<file path="src/rtl/spi_slave.sv">
// SPI target endpoint: oversamples CS/SCLK/MOSI on I_clk, receives MSB-first words on MOSI
// and returns LSB-first words on MISO, with continuous-mode, underrun and aborted-frame reporting.
module spi_slave #(
  parameter int CPOL      = 0,
  parameter int CPHA      = 1,
  parameter int DATAWIDTH = 8
) (
  input  logic                 I_clk,
  input  logic                 I_rstn,
  input  logic [DATAWIDTH-1:0] I_send_data,
  input  logic                 I_send_valid,
  output logic                 O_tx_ready,
  output logic [DATAWIDTH-1:0] O_recv_data,
  output logic                 O_recv_valid,
  output logic                 O_busy,
  output logic                 O_tx_underrun,
  output logic                 O_frame_err,
  input  logic                 I_cs,
  input  logic                 I_sclk,
  input  logic                 I_mosi,
  output logic                 O_miso,
  output logic                 O_miso_oe
);

  localparam int            CW       = $clog2(DATAWIDTH);
  localparam logic [CW-1:0] LAST_BIT = CW'(DATAWIDTH - 1);
  localparam logic          IDLE_LVL = 1'(CPOL);
  localparam logic [0:0]    ST_IDLE  = 1'b0;
  localparam logic [0:0]    ST_XFER  = 1'b1;

  logic [2:0]           cs_sync_q, sclk_sync_q, mosi_sync_q;
  logic                 lead_q, trail_q, cs_fall_q, cs_rise_q;
  logic [0:0]           state_q, state_d;
  logic [CW-1:0]        bit_cnt_q, bit_cnt_d;
  logic [DATAWIDTH-1:0] rx_q, rx_d;
  logic [DATAWIDTH-1:0] shift_q, shift_d;
  logic [DATAWIDTH-1:0] hold_q, hold_d;
  logic                 hold_full_q, hold_full_d;
  logic                 load_pend_q, load_pend_d;
  logic [DATAWIDTH-1:0] recv_data_q, recv_data_d;
  logic                 recv_valid_q, recv_valid_d;
  logic                 underrun_q, underrun_d;
  logic                 frame_err_q, frame_err_d;
  logic                 do_load;
  logic                 sample_edge, drive_edge;

  // Stage 2 is the previous value of stage 1, so edges are found between them and registered
  // once more; the FSM therefore acts one cycle after detection.
  always_ff @(posedge I_clk or negedge I_rstn) begin
    if (!I_rstn) begin
      cs_sync_q   <= 3'b111;
      sclk_sync_q <= {3{IDLE_LVL}};
      mosi_sync_q <= 3'b000;
      lead_q      <= 1'b0;
      trail_q     <= 1'b0;
      cs_fall_q   <= 1'b0;
      cs_rise_q   <= 1'b0;
    end else begin
      cs_sync_q   <= {cs_sync_q[1:0], I_cs};
      sclk_sync_q <= {sclk_sync_q[1:0], I_sclk};
      mosi_sync_q <= {mosi_sync_q[1:0], I_mosi};
      lead_q      <= (sclk_sync_q[1] != sclk_sync_q[2]) && (sclk_sync_q[2] == IDLE_LVL);
      trail_q     <= (sclk_sync_q[1] != sclk_sync_q[2]) && (sclk_sync_q[1] == IDLE_LVL);
      cs_fall_q   <= cs_sync_q[2] && !cs_sync_q[1];
      cs_rise_q   <= !cs_sync_q[2] && cs_sync_q[1];
    end
  end

  assign sample_edge = (CPHA == 0) ? lead_q : trail_q;
  assign drive_edge  = (CPHA == 0) ? trail_q : lead_q;

  always_comb begin
    state_d      = state_q;
    bit_cnt_d    = bit_cnt_q;
    rx_d         = rx_q;
    shift_d      = shift_q;
    hold_d       = hold_q;
    hold_full_d  = hold_full_q;
    load_pend_d  = load_pend_q;
    recv_data_d  = recv_data_q;
    recv_valid_d = 1'b0;
    underrun_d   = 1'b0;
    frame_err_d  = 1'b0;
    do_load      = 1'b0;

    case (state_q)
      ST_IDLE: begin
        if (cs_fall_q) begin
          state_d     = ST_XFER;
          bit_cnt_d   = '0;
          rx_d        = '0;
          load_pend_d = 1'b0;
          do_load     = 1'b1;
        end
      end
      ST_XFER: begin
        if (cs_rise_q) begin
          frame_err_d = (bit_cnt_q != '0);
          load_pend_d = 1'b0;
          state_d     = ST_IDLE;
        end else begin
          if (sample_edge) begin
            rx_d = {rx_q[DATAWIDTH-2:0], mosi_sync_q[2]};
            if (bit_cnt_q == LAST_BIT) begin
              recv_data_d  = rx_d;
              recv_valid_d = 1'b1;
              bit_cnt_d    = '0;
              load_pend_d  = 1'b1;
            end else begin
              bit_cnt_d = bit_cnt_q + 1'b1;
            end
          end
          // With CPHA=1 the first leading edge of a word only presents bit 0, so it never shifts.
          if (drive_edge) begin
            if (load_pend_q) begin
              do_load     = 1'b1;
              load_pend_d = 1'b0;
            end else if ((CPHA == 0) || (bit_cnt_q != '0)) begin
              shift_d = shift_q >> 1;
            end
          end
        end
      end
      default: state_d = ST_IDLE;
    endcase

    if (do_load) begin
      if (hold_full_q) begin
        shift_d     = hold_q;
        hold_full_d = 1'b0;
      end else begin
        shift_d    = '0;
        underrun_d = 1'b1;
      end
    end

    // A write in the same cycle as an underrun load is kept for the following word.
    if (I_send_valid && !hold_full_q) begin
      hold_d      = I_send_data;
      hold_full_d = 1'b1;
    end
  end

  always_ff @(posedge I_clk or negedge I_rstn) begin
    if (!I_rstn) begin
      state_q      <= ST_IDLE;
      bit_cnt_q    <= '0;
      rx_q         <= '0;
      shift_q      <= '0;
      hold_q       <= '0;
      hold_full_q  <= 1'b0;
      load_pend_q  <= 1'b0;
      recv_data_q  <= '0;
      recv_valid_q <= 1'b0;
      underrun_q   <= 1'b0;
      frame_err_q  <= 1'b0;
    end else begin
      state_q      <= state_d;
      bit_cnt_q    <= bit_cnt_d;
      rx_q         <= rx_d;
      shift_q      <= shift_d;
      hold_q       <= hold_d;
      hold_full_q  <= hold_full_d;
      load_pend_q  <= load_pend_d;
      recv_data_q  <= recv_data_d;
      recv_valid_q <= recv_valid_d;
      underrun_q   <= underrun_d;
      frame_err_q  <= frame_err_d;
    end
  end

  assign O_busy        = (state_q == ST_XFER);
  assign O_miso        = O_busy & shift_q[0];
  assign O_miso_oe     = O_busy;
  assign O_tx_ready    = !hold_full_q;
  assign O_recv_data   = recv_data_q;
  assign O_recv_valid  = recv_valid_q;
  assign O_tx_underrun = underrun_q;
  assign O_frame_err   = frame_err_q;

endmodule

</file>
<file path="config.mk">
export PLATFORM = sky130hd
export DESIGN_NAME = spi_slave
export DESIGN_NICKNAME = d
export VERILOG_FILES = /design/src/rtl/spi_slave.sv
export SDC_FILE = /design/constraint.sdc
export NUM_CORES = 1
export LEC_CHECK = 0
export CORE_MARGIN = 3
export CORE_UTILIZATION = 39
export CTS_CLUSTER_DIAMETER = 30
export DETAILED_ROUTE_END_ITERATION = 10
export GPL_ROUTABILITY_DRIVEN = 0
export PLACE_DENSITY = 0.71
export RECOVER_POWER = 25
export SYNTH_ARGS = -nofsm -noshare
export SYNTH_HDL_FRONTEND = slang
export SYNTH_SLANG_ARGS = --single-unit
</file>
<file path="constraint.sdc">
create_clock -name I_clk -period 4.5 [get_ports I_clk]
set_input_delay 1.125 -clock I_clk [delete_from_list [all_inputs] [get_ports I_clk]]
set_output_delay 1.125 -clock I_clk [all_outputs]
set_load 0.03 [all_outputs]
</file>
==> qor.csv, run 1 <==
stage,metric,value,unit
hold_path,WHS Endpoint,sclk_sync_q[1]$_DFF_PN0_,
cells_and_area,Fillers,480,
timing,Fin. Hold Viols,0,
route,TritonRoute pass-1 iters,4,
die,core area,5200,um2
hold_path,hold path cells,0,
timing,"Setup violations, final",0,
cells_and_area,share of cells above drive strength 1,18.2,%
route,vias per cell,5.07,
clocking,later-pin clock latency in the skew report,0.30,ns
run_status,status,"finished, final reports clean",
synthesis,Seq cells post-synth,53,
synthesis,"Seq/Total Area, Yosys",62.5,%
timing,clock skew,0.00748,ns
global_routing,global-route wire length before repair,6230,um
synthesis,Yosys cell types,31,
synthesis,xor/xnor cell area share of the yosys netlist,0,%
clocking,Clock transition at path regs,0.09,ns
placed_design,dpl ws,1.79,ns
clocking,CTS Hold Bufs,0,
worst_setup_path,"Slowest-stage cell, CP",clkdlybuf4s50_1,
timing,final setup margin,1.68,ns
placed_design,DP HPWL,2440,um
worst_setup_path,r2r startpoint,bit_cnt_q[0]$_DFFE_PN0P_,
route,drt initial violations,51,
hold_path,Hold/Removal Path Class,flip-flop to flip-flop,
cells_and_area,Diodes inserted,0,
worst_setup_path,R2R depth,5,
route,DR vias,1272,
power_and_ir_drop,internal power,0.000817,W
timing,maximum clock rate,354,MHz
synthesis,yosys synthesis warning count,0,
timing,Final Max Tran Viols,0,
synthesis,Mapped Cells,155,
worst_setup_path,CP startpoint kind,flip-flop,
power_and_ir_drop,leakage power,1.16,nW
timing,Setup TNS,0,ns
power_and_ir_drop,Flop pwr share,54.7,%
synthesis,largest family of logic cells by synthesized area,compound AO/OA/AOI/OAI gates,
route,DRC Markers,0,
global_routing,global route overflow,0,
cells_and_area,Register Area,1330,um2
clocking,TritonCTS clock tree,yes,
route,final wirelength,3560,um
synthesis,Adder-Cell Fraction of Synth Area,1.76,%
synthesis,post-synthesis mux area share,8.46,%
synthesis,syn avg cell area,13.7,um2
clocking,Num CTS Buffers,5,
power_and_ir_drop,pwr dens,458,nW/um2
worst_setup_path,Reg-to-Reg End,shift_q[3]$_DFFE_PN0P_,
synthesis,Synth Area in Compound Gates,13.3,%
power_and_ir_drop,IR Drop Worst-Case VDD,0.235,mV
worst_setup_path,Slowest Stage Delay on Critical Path,0.67,ns
timing,slew of the pin with the lowest slew margin,0.740,ns
clocking,# Post-CTS Setup Buffers,0,
worst_setup_path,WP data required,3.38,ns
route,Antenna Nets Post-Route,0,
cells_and_area,Util after Layout,48.7,%
die,Die Span Y,79.9,um
timing,Final min period,2.82,ns
die,die width,79.9,um
global_routing,largest net degree at the start of global routing,54,
worst_setup_path,CP endpoint kind,output pin,
global_routing,number of global-route vias before repair,1306,
cells_and_area,multi-input logic area,689,um2
clocking,PostCTS Resize Cnt,0,
clocking,Sink Count,53,
worst_setup_path,crit-path max FO,10,
power_and_ir_drop,Switch Pwr,0.000344,W
route,per-cell routed wire length,14.2,um
global_routing,initial antenna violation count,0,
clocking,Max clock buf depth,2,
cells_and_area,P&R area growth vs syn,19.0,%
placed_design,placed cells,243,
power_and_ir_drop,Comb power frac,21.1,%
cells_and_area,# nets final,197,
global_routing,GRT Total Usage,12.7,%
placed_design,count of input and output buffers,28,
worst_setup_path,CP cell instances,inv_1 -> nor2_1 -> clkdlybuf4s50_1,
synthesis,Post-Synth Simple-Gate Area,8.87,%
die,Initial Util,40.9,%
die,I/O Pins,29,
die,die area,6380,um2
clocking,H-tree levels,2,
timing,hold slack,0.355,ns
synthesis,synthesized area,2130,um2
clocking,clk root buf,clkbuf_8,
power_and_ir_drop,clock share of power,24.2,%
synthesis,syn_nets,172,
timing,period utilization,62.8,%
power_and_ir_drop,Sw Ratio,29.6,%
hold_path,Hold Crit Start,sclk_sync_q[0]$_DFF_PN0_,
worst_setup_path,R2R Setup Slk,2.60,ns
worst_setup_path,Worst Path Arrival,1.70,ns
timing,Slew HR,50.6,%
cells_and_area,Non-Filler Instances,251,
worst_setup_path,CP startpoint,O_busy$_DFF_PN0_,
timing,unrepaired setup endpoints after global routing,false,
die,Rows,26,
worst_setup_path,WS Path Type,flip-flop to output pin,
flow_run,max-cap viol count,0,
==> layout make-up <==
cell class / count / area share (%)
clock buffer: 6 / 3.26
clock inverter: 2 / 0.642
inverter: 12 / 1.78
multi-input combinational: 79 / 27.2
sequential: 53 / 52.5
tap: 70 / 3.46
timing repair buffer: 29 / 11.2
==> per-layer routing <==
layer	vias up	wire, um	global-route usage [%]
li1	597	-	-
met2	32	1710	20.1
met3	2	145	3.72
met4	0	18	4.56
met1	641	1680	16.5
met5	-	0	0
==> synth_stat cells (all sizes together) <==
library cell	count	share of area, %
nand2b	3	1.2
ha	3	1.8
inv	12	2.1
clkbuf	4	0.70
nor2	4	0.70
a21oi	1	0.23
a211oi	1	0.35
nand2	4	0.70
and2	1	0.29
or4	1	0.53
nor2b	6	1.8
nor4	7	2.1
a22oi	7	2.5
mux2	16	8.5
a21o	2	0.70
dfrtp	50	59
a311oi	7	4.9
buf	7	2.4
and3b	1	0.41
o21ai	2	0.47
nor3b	1	0.35
dfstp	3	3.7
nor4b	1	0.41
a31o	1	0.41
nand4b	1	0.41
a22o	9	3.7
==> critical path, delay by kind of cell, from the launching register on <==
family                 cells  cell delay, ns
AND/OR/NAND/NOR            1            0.11
flip-flops                 1            0.48
buffers and inverters      2            0.81
==> registers in the layout (all words and copies together) (netlist names), 3 cells and up <==
signal,cells
cs_sync_q,3
mosi_sync_q,3
O_recv_data,8
sclk_sync_q,3
shift_q,8
hold_q,8
bit_cnt_q,3
rx_q,7
==> worst max path at each step <==
| stage | slack, ns | cells past startpoint | end |
|---|---|---|---|
| detailed placement | 1.79 | 3 | hold_q[4]$_DFFE_PN0P_ |
| global route | 1.53 | 3 | O_miso |
| global placement | 1.81 | 3 | hold_q[2]$_DFFE_PN0P_ |
| CTS | 1.66 | 3 | O_miso |
| floorplan | 2.17 | 3 | O_miso |
| finish | 1.68 | 3 | O_miso |
==> stage by stage <==
stage               total power (W)  instance area [um2]
finish                      0.00116                 2530
global route                0.00124                 2530
CTS                         0.00118                 2530
detailed placement         0.000896                 2430
global placement           0.000888                 2430
floorplan                  0.000816                 2130
==> logic make-up after synthesis <==
| logic type | after synthesis |
|---|---|
| mux | 16 |
| flops | 53 |
| simple gates | 30 |
| buf+inv | 23 |
| fa+ha+maj | 3 |
| compound gates | 30 |
==> cells in the final DEF, fill, tap and decap left out, drive strengths merged <==
master         instances
a211oi                 1
a21o                   2
a21oi                  1
a22o                   9
a22oi                  7
a311oi                 7
a31o                   1
and2                   1
and3b                  1
buf                    2
clkbuf                 6
clkdlybuf4s50         24
clkinvlp               1
dfrtp                 50
dfstp                  3
dlygate4sd3            3
ha                     3
inv                   13
mux2                  16
nand2                  4
nand2b                 3
nand4b                 1
nor2                   4
nor2b                  6
nor3b                  1
nor4                   7
nor4b                  1
o21ai                  2
or4                    1
==> power groups by stage <==
stage	Combinational [W]	Clock, W	Sequential (W)
global placement	0.000243	0	0.000645
detailed placement	0.000250	0	0.000645
floorplan	0.000195	0	0.000622
finish	0.000245	0.000281	0.000635
global route	0.000273	0.000311	0.000652
CTS	0.000250	0.000291	0.000637
Note: power is estimated with default switching activity, not from simulation.
==> inputs of run 2 (changes only) <==
==> constraint.sdc (replaced) <==
create_clock -name I_clk -period 2.9 [get_ports I_clk]
set_input_delay 0.725 -clock I_clk [delete_from_list [all_inputs] [get_ports I_clk]]
set_output_delay 0.725 -clock I_clk [all_outputs]
set_load 0.03 [all_outputs]
==> run 2 against run 1 <==
Net effect: worst setup slack got worse by 1.2 ns; core utilization decreased by 0.17 points; flip-flop and latch count unchanged; combinational power increased by 59%; worst hold slack got worse by 0.048 ns; via count increased by 0.39%; first-iteration DRC count increased by 14%; final cell count increased by 0.40%; die area unchanged; global-route usage decreased by 0.30 points; sequential share of layout area increased by 0.18 points.
==> qor.csv, run 2 (synthesis results as in run 1) <==
stage,metric,value,unit,change
clocking,Num CTS Buffers,5,,unchanged
placed_design,count of input and output buffers,28,,unchanged
power_and_ir_drop,clock share of power,22.6,%,was 24.2%
timing,clock skew,0.00774,ns,was 0.00748 ns
clocking,TritonCTS clock tree,yes,,unchanged
route,DRC Markers,0,,unchanged
placed_design,DP HPWL,2470,um,was 2440 um
global_routing,largest net degree at the start of global routing,47,,was 54
power_and_ir_drop,IR Drop Worst-Case VDD,0.323,mV,was 0.235 mV
timing,Final min period,2.43,ns,
die,Die Span Y,79.9,um,unchanged
cells_and_area,P&R area growth vs syn,18.6,%,was 19.0%
worst_setup_path,CP startpoint kind,flip-flop,,unchanged
cells_and_area,most frequent cells in the layout,"dfrtp_1 (50), clkdlybuf4s50_1 (27), inv_1 (12), mux2_2 (12), a22o_1 (9)",,"was dfrtp_1 (50), clkdlybuf4s50_1 (24), inv_1 (12), mux2_2 (12), a22o_1 (9)"
power_and_ir_drop,Flop pwr share,55.6,%,was 54.7%
route,drt initial violations,58,,was 51
timing,hold slack,0.307,ns,was 0.355 ns
worst_setup_path,crit-path max FO,10,,unchanged
timing,unrepaired setup endpoints after global routing,false,,unchanged
global_routing,global-route wire length before repair,6150,um,was 6230 um
route,TritonRoute pass-1 iters,4,,unchanged
clocking,H-tree levels,2,,unchanged
worst_setup_path,Worst Path Arrival,1.70,ns,about the same
die,Initial Util,40.9,%,unchanged
die,die width,79.9,um,unchanged
run_status,status,"finished, final reports clean",,unchanged
clocking,# Post-CTS Setup Buffers,0,,unchanged
clocking,Max clock buf depth,2,,unchanged
global_routing,global route overflow,0,,unchanged
timing,period utilization,83.7,%,
timing,Slew HR,27.2,%,was 50.6%
clocking,clk root buf,clkbuf_8,,unchanged
power_and_ir_drop,Switch Pwr,0.000532,W,was 0.000344 W
flow_run,max-cap viol count,0,,unchanged
timing,slew of the pin with the lowest slew margin,1.09,ns,was 0.740 ns
power_and_ir_drop,Sw Ratio,29.8,%,was 29.6%
worst_setup_path,CP endpoint kind,output pin,,unchanged
power_and_ir_drop,leakage power,1.16,nW,about the same
cells_and_area,# nets final,198,,was 197
clocking,PostCTS Resize Cnt,0,,unchanged
power_and_ir_drop,Comb power frac,21.8,%,was 21.1%
cells_and_area,"commonest non-fill, non-tap cell in the layout",dfrtp_1,,unchanged
placed_design,dpl ws,0.806,ns,was 1.79 ns
route,final wirelength,3550,um,was 3560 um
die,die area,6380,um2,unchanged
worst_setup_path,WP data required,2.17,ns,was 3.38 ns
power_and_ir_drop,internal power,0.00125,W,was 0.000817 W
timing,Setup TNS,0,ns,unchanged
hold_path,Hold/Removal Path Class,primary input to async pin,,was flip-flop to flip-flop
route,Antenna Nets Post-Route,0,,unchanged
power_and_ir_drop,pwr dens,705,nW/um2,was 458 nW/um2
timing,Final Max Tran Viols,0,,unchanged
clocking,CTS Hold Bufs,0,,unchanged
global_routing,number of global-route vias before repair,1320,,was 1306
clocking,Sink Count,53,,unchanged
die,I/O Pins,29,,unchanged
timing,"Setup violations, final",0,,unchanged
cells_and_area,share of cells above drive strength 1,17.6,%,was 18.2%
die,Rows,26,,unchanged
timing,final setup margin,0.472,ns,was 1.68 ns
timing,Fin. Hold Viols,0,,unchanged
route,vias per cell,5.07,,about the same
route,DR vias,1277,,was 1272
worst_setup_path,WS Path Type,flip-flop to output pin,,unchanged
cells_and_area,Diodes inserted,0,,unchanged
cells_and_area,Fillers,476,,was 480
clocking,Clock transition at path regs,0.09,ns,about the same
global_routing,GRT Total Usage,12.4,%,was 12.7%
die,core area,5200,um2,unchanged
global_routing,initial antenna violation count,0,,unchanged
timing,maximum clock rate,412,MHz,
clocking,later-pin clock latency in the skew report,0.30,ns,about the same
route,per-cell routed wire length,14.1,um,was 14.2 um
run 2: worst paths after layout:
check / slack, ns / to / cells after the start / startpoint
hold / removal: 0.31 / shift_q[0]$_DFFE_PN0P_ / 1 / I_rstn
max in group asynchronous: 1.21 / mosi_sync_q[0]$_DFF_PN0_ / 2 / I_rstn
hold reg to reg: 0.36 / sclk_sync_q[1]$_DFF_PN0_ / 0 / sclk_sync_q[0]$_DFF_PN0_
setup / recovery: 0.47 / O_miso / 3 / O_busy$_DFF_PN0_
setup reg to reg: 0.99 / shift_q[0]$_DFFE_PN0P_ / 5 / bit_cnt_q[0]$_DFFE_PN0P_
min in group I_clk: 0.36 / sclk_sync_q[1]$_DFF_PN0_ / 0 / sclk_sync_q[0]$_DFF_PN0_
run 2: layout make-up:
cell class,instances,area (um2),area share (%)
Timing Repair Buffer,30,287,11.3
Inverter,12,45.0,1.78
Tap cell,70,87.6,3.47
Clock inverter,2,13.8,0.545
Multi-Input combinational cell,79,689,27.3
Sequential cell,53,1330,52.7
Clock buffer,6,72.6,2.87
run 2: routing by layer:
metal	up-vias	global-route usage (%)	share of wire [%]
met5	-	0	0
met4	0	6.59	2.2
met3	9	3.05	3.7
met2	28	18.5	49
met1	636	16.6	45
li1	604	-	-
run 2: power by group through the flow:
stage	clock (W)	combinational (W)	sequential, W
2_1_floorplan	0	0.000302	0.000964
3_3_place_gp	0	0.000386	0.00100
3_5_place_dp	0	0.000398	0.00100
4_1_cts	0.000418	0.000399	0.000990
5_1_grt	0.000449	0.000429	0.00101
6_report	0.000402	0.000389	0.000989
run 2: metrics by stage:
stage	util (%)	std cells	power [W]	area, um2
2_1_floorplan	-	155	0.00127	2130
3_3_place_gp	47.2	244	0.00139	2450
3_5_place_dp	47.2	244	0.00140	2450
4_1_cts	48.8	252	0.00181	2540
5_1_grt	48.5	252	0.00189	2520
6_report	48.5	252	0.00178	2520
run 2: worst max-delay path, cell delays in order, from the launching register on:
cell,delay [ns]
dfrtp_1,0.48
inv_1,0.14
nor2_1,0.11
clkdlybuf4s50_1,0.67
